<file path="config.mk">
export PLATFORM = sky130hd
export DESIGN_NAME = ps2_rx_fifo_flat
export DESIGN_NICKNAME = d
export VERILOG_FILES = /design/src/rtl/ps2_rx_fifo_if.sv /design/src/rtl/ps2_rx_fifo.sv /design/src/flat_wrapper.sv
export SDC_FILE = /design/constraint.sdc
export NUM_CORES = 1
export LEC_CHECK = 0
export ABC_AREA = 1
export BUFFER_PORTS_ARGS = -buffer_cell sky130_fd_sc_hd__buf_4
export CAP_MARGIN = 20
export CORE_UTILIZATION = 61
export CTS_CLUSTER_SIZE = 14
export DETAILED_ROUTE_END_ITERATION = 7
export PLACE_DENSITY = 0.79
export SYNTH_ARGS = -nofsm -noshare
export SYNTH_HDL_FRONTEND = slang
export SYNTH_SLANG_ARGS = --single-unit
</file>
<file path="constraint.sdc">
create_clock -name clk -period 2.71 [get_ports clk]
set_input_delay 0.1355 -clock clk [delete_from_list [all_inputs] [get_ports clk]]
set_output_delay 0.1355 -clock clk [all_outputs]
set_load 0.01 [all_outputs]
</file>
<file path="src/rtl/ps2_rx_fifo_if.sv">
`default_nettype none
// ============================================================================
//  Module   : ps2_rx_fifo_if
//  Purpose  : Read-side bus between the PS/2 receive FIFO and the CPU
//             peripheral bus. It carries the pop strobe, head byte, fill level
//             and the sticky error flags with their clear strobe.
//  Revision : 1.0  initial release
// ============================================================================
interface ps2_rx_fifo_if #(
  parameter int FIFO_DEPTH_LOG2 = 3
);
  logic                     rd_en;
  logic [7:0]               rd_data;
  logic                     rd_valid;
  logic [FIFO_DEPTH_LOG2:0] fifo_count;
  logic                     parity_err;
  logic                     frame_err;
  logic                     overflow;
  logic                     err_clear;

  // CPU / bus side
  modport master (
    output rd_en, err_clear,
    input  rd_data, rd_valid, fifo_count, parity_err, frame_err, overflow
  );

  // Receiver side
  modport slave (
    input  rd_en, err_clear,
    output rd_data, rd_valid, fifo_count, parity_err, frame_err, overflow
  );
endinterface
`default_nettype wire

</file>
<file path="src/rtl/ps2_rx_fifo.sv">
`default_nettype none
// ============================================================================
//  Module   : ps2_rx_fifo
//  Purpose  : PS/2 device-to-host receiver. It synchronises and filters the
//             pins, decodes 11-bit frames, checks odd parity, recovers from
//             timeouts and buffers good bytes in a small circular FIFO.
//  Revision : 1.0  initial release
// ============================================================================
module ps2_rx_fifo #(
  parameter int SYSCLK_FREQUENCY = 1000,  // system clock in units of 100 kHz
  parameter int FILTER_LEN       = 8,     // 2..255 stable cycles
  parameter int FIFO_DEPTH_LOG2  = 3
) (
  input  wire logic   clk,
  input  wire logic   reset_in,
  input  wire logic   ps2_clk_in,
  input  wire logic   ps2_dat_in,
  ps2_rx_fifo_if.slave bus
);
  localparam int c_DEPTH   = 2 ** FIFO_DEPTH_LOG2;
  localparam int c_CW      = FIFO_DEPTH_LOG2 + 1;
  localparam int c_PW      = FIFO_DEPTH_LOG2;
  localparam int c_TIMEOUT = SYSCLK_FREQUENCY * 200;
  localparam int c_TO_W    = $clog2(c_TIMEOUT + 1);
  localparam logic [7:0]        c_FILT_LAST = 8'(FILTER_LEN - 1);
  localparam logic [c_TO_W-1:0] c_TO_LAST   = c_TO_W'(c_TIMEOUT - 1);
  localparam logic [c_CW-1:0]   c_FULL      = c_CW'(c_DEPTH);

  typedef enum logic [0:0] {S_IDLE = 1'b0, S_RECV = 1'b1} state_t;

  logic r_clk_s1, r_clk_s2, r_dat_s1, r_dat_s2;
  logic r_filt_clk, r_filt_prev;
  logic [7:0] r_filt_cnt;
  logic w_fall;

  state_t            r_state, w_state_nx;
  logic [3:0]        r_bitcnt, w_bitcnt_nx;
  logic [7:0]        r_shreg, w_shreg_nx;
  logic              r_par, w_par_nx;
  logic [c_TO_W-1:0] r_to_cnt, w_to_nx;
  logic              w_push, w_frame_evt, w_parity_evt, w_par_ok;
  logic              r_push;
  logic [7:0]        r_push_data;

  logic [7:0]      r_mem [c_DEPTH];
  logic [c_PW-1:0] r_wr_ptr, r_rd_ptr, w_rd_ptr_nx;
  logic [c_CW-1:0] r_count, w_count_after_pop, w_count_nx;
  logic [7:0]      r_rd_data;
  logic            r_rd_valid;
  logic            w_empty, w_full, w_pop, w_wr, w_ovf_evt;
  logic            r_parity_err, r_frame_err, r_overflow;

  // Two-flop synchronisers for both asynchronous pins (idle level is high)
  always_ff @(posedge clk or posedge reset_in) begin
    if (reset_in) begin
      r_clk_s1 <= 1'b1;
      r_clk_s2 <= 1'b1;
      r_dat_s1 <= 1'b1;
      r_dat_s2 <= 1'b1;
    end else begin
      r_clk_s1 <= ps2_clk_in;
      r_clk_s2 <= r_clk_s1;
      r_dat_s1 <= ps2_dat_in;
      r_dat_s2 <= r_dat_s1;
    end
  end

  // Glitch filter: accept a new clock level only after FILTER_LEN stable cycles
  always_ff @(posedge clk or posedge reset_in) begin
    if (reset_in) begin
      r_filt_clk  <= 1'b1;
      r_filt_prev <= 1'b1;
      r_filt_cnt  <= '0;
    end else begin
      r_filt_prev <= r_filt_clk;
      if (r_clk_s2 == r_filt_clk) begin
        r_filt_cnt <= '0;
      end else if (r_filt_cnt == c_FILT_LAST) begin
        r_filt_clk <= r_clk_s2;
        r_filt_cnt <= '0;
      end else begin
        r_filt_cnt <= r_filt_cnt + 8'd1;
      end
    end
  end

  assign w_fall   = r_filt_prev & ~r_filt_clk;
  assign w_par_ok = ^{r_shreg, r_par};

  // Frame decoder state register plus the registered push request
  always_ff @(posedge clk or posedge reset_in) begin
    if (reset_in) begin
      r_state     <= S_IDLE;
      r_bitcnt    <= '0;
      r_shreg     <= '0;
      r_par       <= 1'b0;
      r_to_cnt    <= '0;
      r_push      <= 1'b0;
      r_push_data <= '0;
    end else begin
      r_state     <= w_state_nx;
      r_bitcnt    <= w_bitcnt_nx;
      r_shreg     <= w_shreg_nx;
      r_par       <= w_par_nx;
      r_to_cnt    <= w_to_nx;
      r_push      <= w_push;
      r_push_data <= r_shreg;
    end
  end

  // Frame decoder next-state: start, 8 data bits LSB first, parity, stop
  always_comb begin
    w_state_nx   = r_state;
    w_bitcnt_nx  = r_bitcnt;
    w_shreg_nx   = r_shreg;
    w_par_nx     = r_par;
    w_to_nx      = r_to_cnt;
    w_push       = 1'b0;
    w_frame_evt  = 1'b0;
    w_parity_evt = 1'b0;
    case (r_state)
      S_IDLE: begin
        w_to_nx = '0;
        if (w_fall) begin
          if (!r_dat_s2) begin
            w_state_nx  = S_RECV;
            w_bitcnt_nx = 4'd1;
          end else begin
            w_frame_evt = 1'b1;
          end
        end
      end
      S_RECV: begin
        if (w_fall) begin
          w_to_nx = '0;
          if (r_bitcnt <= 4'd8) begin
            w_shreg_nx  = {r_dat_s2, r_shreg[7:1]};
            w_bitcnt_nx = r_bitcnt + 4'd1;
          end else if (r_bitcnt == 4'd9) begin
            w_par_nx    = r_dat_s2;
            w_bitcnt_nx = 4'd10;
          end else begin
            w_state_nx  = S_IDLE;
            w_bitcnt_nx = '0;
            // A bad stop bit is reported as a framing error regardless of parity
            if (!r_dat_s2)     w_frame_evt  = 1'b1;
            else if (w_par_ok) w_push       = 1'b1;
            else               w_parity_evt = 1'b1;
          end
        end else if (r_to_cnt == c_TO_LAST) begin
          w_frame_evt = 1'b1;
          w_state_nx  = S_IDLE;
          w_bitcnt_nx = '0;
          w_to_nx     = '0;
        end else begin
          w_to_nx = r_to_cnt + 1'b1;
        end
      end
      default: begin
        w_state_nx  = S_IDLE;
        w_bitcnt_nx = '0;
      end
    endcase
  end

  assign w_empty           = (r_count == '0);
  assign w_full            = (r_count == c_FULL);
  assign w_pop             = bus.rd_en & ~w_empty;
  // A pop in the same cycle frees the slot, so a push into a full FIFO succeeds
  assign w_wr              = r_push & (~w_full | w_pop);
  assign w_ovf_evt         = r_push & w_full & ~w_pop;
  assign w_rd_ptr_nx       = r_rd_ptr + c_PW'(w_pop);
  assign w_count_after_pop = r_count - c_CW'(w_pop);
  assign w_count_nx        = w_count_after_pop + c_CW'(w_wr);

  // FIFO storage write port
  always_ff @(posedge clk) begin
    if (w_wr) r_mem[r_wr_ptr] <= r_push_data;
  end

  // FIFO pointers, fill level and the registered head byte / valid
  always_ff @(posedge clk or posedge reset_in) begin
    if (reset_in) begin
      r_wr_ptr   <= '0;
      r_rd_ptr   <= '0;
      r_count    <= '0;
      r_rd_data  <= '0;
      r_rd_valid <= 1'b0;
    end else begin
      r_wr_ptr   <= r_wr_ptr + c_PW'(w_wr);
      r_rd_ptr   <= w_rd_ptr_nx;
      r_count    <= w_count_nx;
      r_rd_valid <= (w_count_nx != '0);
      // The byte being written becomes the head when nothing older remains
      if (w_wr && (w_count_after_pop == '0)) r_rd_data <= r_push_data;
      else if (w_count_after_pop != '0)     r_rd_data <= r_mem[w_rd_ptr_nx];
    end
  end

  // Sticky error flags: a new event outranks a simultaneous clear
  always_ff @(posedge clk or posedge reset_in) begin
    if (reset_in) begin
      r_parity_err <= 1'b0;
      r_frame_err  <= 1'b0;
      r_overflow   <= 1'b0;
    end else begin
      r_parity_err <= w_parity_evt | (r_parity_err & ~bus.err_clear);
      r_frame_err  <= w_frame_evt  | (r_frame_err  & ~bus.err_clear);
      r_overflow   <= w_ovf_evt    | (r_overflow   & ~bus.err_clear);
    end
  end

  assign bus.rd_data    = r_rd_data;
  assign bus.rd_valid   = r_rd_valid;
  assign bus.fifo_count = r_count;
  assign bus.parity_err = r_parity_err;
  assign bus.frame_err  = r_frame_err;
  assign bus.overflow   = r_overflow;
endmodule
`default_nettype wire
</file>
<file path="src/flat_wrapper.sv">
// flat-port wrapper written by rule: the top's interface ports become plain ports
module ps2_rx_fifo_flat 
#(
  parameter int SYSCLK_FREQUENCY = 1000,                                     
  parameter int FILTER_LEN       = 8,                            
  parameter int FIFO_DEPTH_LOG2  = 3
)
  (clk, reset_in, ps2_clk_in, ps2_dat_in, bus_rd_en, bus_err_clear, bus_rd_data, bus_rd_valid, bus_fifo_count, bus_parity_err, bus_frame_err, bus_overflow);
  ps2_rx_fifo_if #(.FIFO_DEPTH_LOG2(FIFO_DEPTH_LOG2)) bus_i ();
  input  wire logic clk;
  input  wire logic reset_in;
  input  wire logic ps2_clk_in;
  input  wire logic ps2_dat_in;
  input wire logic [$bits(bus_i.rd_en)-1:0] bus_rd_en;
  input wire logic [$bits(bus_i.err_clear)-1:0] bus_err_clear;
  output wire logic [$bits(bus_i.rd_data)-1:0] bus_rd_data;
  output wire logic [$bits(bus_i.rd_valid)-1:0] bus_rd_valid;
  output wire logic [$bits(bus_i.fifo_count)-1:0] bus_fifo_count;
  output wire logic [$bits(bus_i.parity_err)-1:0] bus_parity_err;
  output wire logic [$bits(bus_i.frame_err)-1:0] bus_frame_err;
  output wire logic [$bits(bus_i.overflow)-1:0] bus_overflow;
  assign bus_i.rd_en = bus_rd_en;
  assign bus_i.err_clear = bus_err_clear;
  assign bus_rd_data = bus_i.rd_data;
  assign bus_rd_valid = bus_i.rd_valid;
  assign bus_fifo_count = bus_i.fifo_count;
  assign bus_parity_err = bus_i.parity_err;
  assign bus_frame_err = bus_i.frame_err;
  assign bus_overflow = bus_i.overflow;
  ps2_rx_fifo #(.SYSCLK_FREQUENCY(SYSCLK_FREQUENCY), .FILTER_LEN(FILTER_LEN), .FIFO_DEPTH_LOG2(FIFO_DEPTH_LOG2)) u_core (.clk(clk), .reset_in(reset_in), .ps2_clk_in(ps2_clk_in), .ps2_dat_in(ps2_dat_in), .bus(bus_i));
endmodule
</file>
==> flow_metrics.env <==
export IMPL_run_status="completed"
export IMPL_cp_required_ns=3.18
export IMPL_antennaDiodeCount=0
export IMPL_tightest_slew_ns=0.6855
export IMPL_cp_start_kind="flip-flop"
export IMPL_num_vias=4463
export IMPL_rows=36
export IMPL_ir_worst_vdd_uv=661.6
export IMPL_synthTopCellsByArea="edfxtp_1 (31%), dfrtp_1 (29%), nand2_1 (6.4%)"
export IMPL_setup_tns_ns=0
export IMPL_min_path_type="input port to flip-flop"
export IMPL_syn_area_per_cell_um2=10.11
export IMPL_path_clk_slew_ns=0.06
export IMPL_drv_cap=0
export IMPL_final_setup_viol_count=0
export IMPL_r2r_slack_ns=0.24
export IMPL_ctsHtreeMaxLevel=4
export IMPL_gp_congestion=0.8565
export IMPL_async_flop_share=0.5461
export IMPL_hold_viol=0
export IMPL_area_growth_pct=15.34
export IMPL_syn_area_um2=6197
export IMPL_drt_iter0_markers=332
export IMPL_synth_nets=632
export IMPL_critPathLaunch="u_core.bus.fifo_count[2]"
export IMPL_tritoncts="done"
export IMPL_min_period_ns=2.475
export IMPL_grt_pass1_vias=4325
export IMPL_drtAntennaViolNets=0
export IMPL_nFillCells=695
export IMPL_grt_max_degree=34
export IMPL_power_leakage_nw=3.098
export IMPL_antenna_found_initial=0
export IMPL_synth_largest_area_cell="edfxtp_1"
export IMPL_core_um2=9819
export IMPL_drt_pass1_iter_count=5
export IMPL_cts_root_buf="clkbuf_8"
export IMPL_worstReg2RegEnd="u_core.bus.rd_data[6]"
export IMPL_placed_area_um2=6546
export IMPL_cts_max_path_buffers=2
export IMPL_rr_startpoint="u_core.bus.fifo_count[2]"
export IMPL_relSlewSlack=0.5413
export IMPL_fp_dieArea_um2=10570
export IMPL_ys_warn_count=0
export IMPL_mostFrequentLayoutCells="nand2_1 (106), nor2_1 (102), dfrtp_1 (71)"
export IMPL_slew_viol_final=0
export IMPL_yosysSeqAreaShare=0.6222
export IMPL_worstPathArrival_ns=2.94
export IMPL_grt_use_total=0.2751
export IMPL_ioPinCount=22
export IMPL_port_buffers=21
export IMPL_path_class="flip-flop to flip-flop"
export IMPL_endpoint="u_core.bus.rd_data[6]"
export IMPL_insertion_delay_ns=0.54
export IMPL_critPathMaxFanout=9
export IMPL_ys_flop_type="dfrtp_1"
export IMPL_min_period_over_period=0.9132
export IMPL_ys_types=40
export IMPL_wl_per_cell_um=16.28
export IMPL_netlist_instances=613
export IMPL_fin_area_um2=7148
export IMPL_slowest_delay_ns=0.41
export IMPL_timing_fmax_mhz=404.1
export IMPL_post_cts_buffers=0
export IMPL_rr_worst_depth=9
export IMPL_end_kind="flip-flop"
export IMPL_dp_hpwl_mm=8.271
export IMPL_cp_slowest_cell="dfrtp_1"
export IMPL_drive_above_1_share=0.1403
export IMPL_ys_seq_elements=141
export IMPL_fin_nets=676
export IMPL_cp_cell_sequence="nor2_2 -> a31oi_1 -> ha_1 -> ha_1 -> xnor2_4 -> clkinv_1 -> o211ai_1 -> nand3_1 -> nand3_1"
export IMPL_drt_vias_per_instance=5.558
export IMPL_cts_sinks=141
export IMPL_die_h_um=102.8
export IMPL_yosys_area_top_type_share=0.3101
export IMPL_dieWidth_um=102.8
export IMPL_layout_commonest_cell="nand2_1"
export IMPL_rsz0062_at_grt="no"
export IMPL_cts_buffers_inserted=17
export IMPL_initial_core_util=0.6311
export IMPL_overflow=0
export IMPL_grt_pass1_wl_mm=21.12
export IMPL_fin_skew_ns=0.009223
export IMPL_routed_wl_mm=13.07
export IMPL_drc=0
export IMPL_p_per_area_nw_per_um2=1005
export IMPL_synth_edf_count=64
==> worst max-delay path: cells and delay by family, from the launching register on <==
kind	cells	cell delay (ns)
fa+ha+maj	2	0.46
compound gates	2	0.39
buf+inv	1	0.41
flops	1	0.41
simple gates	3	0.38
xor+xnor	1	0.37
==> flip-flops by register name, summed over array words and instances, names as in the netlist, 3 cells and up <==
signal                 count
u_core.r_mem              64
u_core.r_to_cnt           18
u_core.bus.rd_data         8
u_core.r_filt_cnt          8
u_core.r_push_data         8
u_core.r_shreg             8
u_core.bus.fifo_count      4
u_core.r_bitcnt            4
u_core.r_rd_ptr            3
u_core.r_wr_ptr            3
==> power by group <==
| group | internal (mW) | leakage [nW] | switching, mW | total (mW) |
|---|---|---|---|---|
| Combinational | 0.795 | 1.20 | 1.45 | 2.25 |
| Sequential | 2.52 | 1.63 | 0.230 | 2.75 |
| Clock | 1.26 | 0.268 | 0.924 | 2.18 |
| Total | 4.58 | 3.10 | 2.61 | 7.19 |
==> metrics by stage <==
stage / util / hold WS (ns) / worst slack (ns) / instances / power (mW)
after global routing: 0.7280 / 0.08653 / 0.09864 / 803 / 7.610
after global placement: 0.6667 / 0.1509 / 0.3967 / 767 / 4.865
final: 0.7280 / 0.03338 / 0.2352 / 803 / 7.185
after detailed placement: 0.6667 / 0.1606 / 0.2680 / 767 / 4.958
after floorplan: - / 0.1400 / 0.6178 / 613 / 4.352
after CTS: 0.7280 / 0.03678 / 0.2509 / 803 / 7.186
==> area by class of cell <==
class	instances	area, um2	area share
Timing Repair Buffer	35	272.8	0.03816
Multi-Input combinational cell	396	2042	0.2857
Sequential cell	141	3856	0.5395
Tap cell	133	166.4	0.02328
Inverter	66	249.0	0.03483
Clock buffer	19	431.7	0.06039
Clock inverter	13	130.1	0.01820
==> kinds of logic after synthesis <==
family                     share of synthesized area
muxes                                       0.005451
xor gates and xnor gates                     0.02140
AOI/OAI and AO/OA                            0.05653
DFF                                           0.6222
adders and majority gates                    0.02625
and+or+nand+nor                               0.2199
buffers and inverters                        0.04825
==> Yosys cell counts (2+ instances only) <==
library cell	instances
a21oi_1	5
a31oi_1	2
buf_2	2
clkbuf_1	6
clkinv_1	3
dfrtp_1	71
dfstp_2	6
edfxtp_1	64
ha_1	13
inv_1	61
inv_2	2
mux2_2	3
nand2_1	106
nand2_2	6
nand3_1	54
nand4_1	9
nor2_1	102
nor2_2	3
nor2_4	3
nor3_1	15
nor3_4	2
nor3b_1	2
o211ai_1	8
o21ai_0	38
or2_2	2
xnor2_1	5
xor2_1	7
==> worst min path at each step <==
stage	startpoint	endpoint	slack (ns)	depth (start not counted)
after floorplan	ps2_clk_in	u_core.r_clk_s1	0.14	0
after global placement	reset_in	u_core.r_to_cnt[3]	0.15	2
after detailed placement	reset_in	u_core.r_to_cnt[3]	0.16	2
after CTS	bus_rd_en	u_core.bus.overflow	0.04	4
after global routing	bus_rd_en	u_core.bus.overflow	0.09	4
final	bus_rd_en	u_core.bus.overflow	0.03	4
==> what timing repair did <==
| action | 4_1_cts | 5_1_grt |
|---|---|---|
| gates resized for setup | 0 | 0 |
| hold buffers | 4 | 0 |
| endpoints found under the hold margin | 29 | 0 |
==> per-layer routing <==
metal | track usage | routed length [um] | part of all wire | up-vias
met5 | 0 | 0 | 0 | -
met4 | 0.08884 | 209 | 0.016 | 0
met3 | 0.06983 | 857 | 0.066 | 23
met2 | 0.4682 | 6543 | 0.50 | 176
met1 | 0.3475 | 5463 | 0.42 | 2144
li1 | - | - | - | 2120
Note: power is estimated with default switching activity, not from simulation.
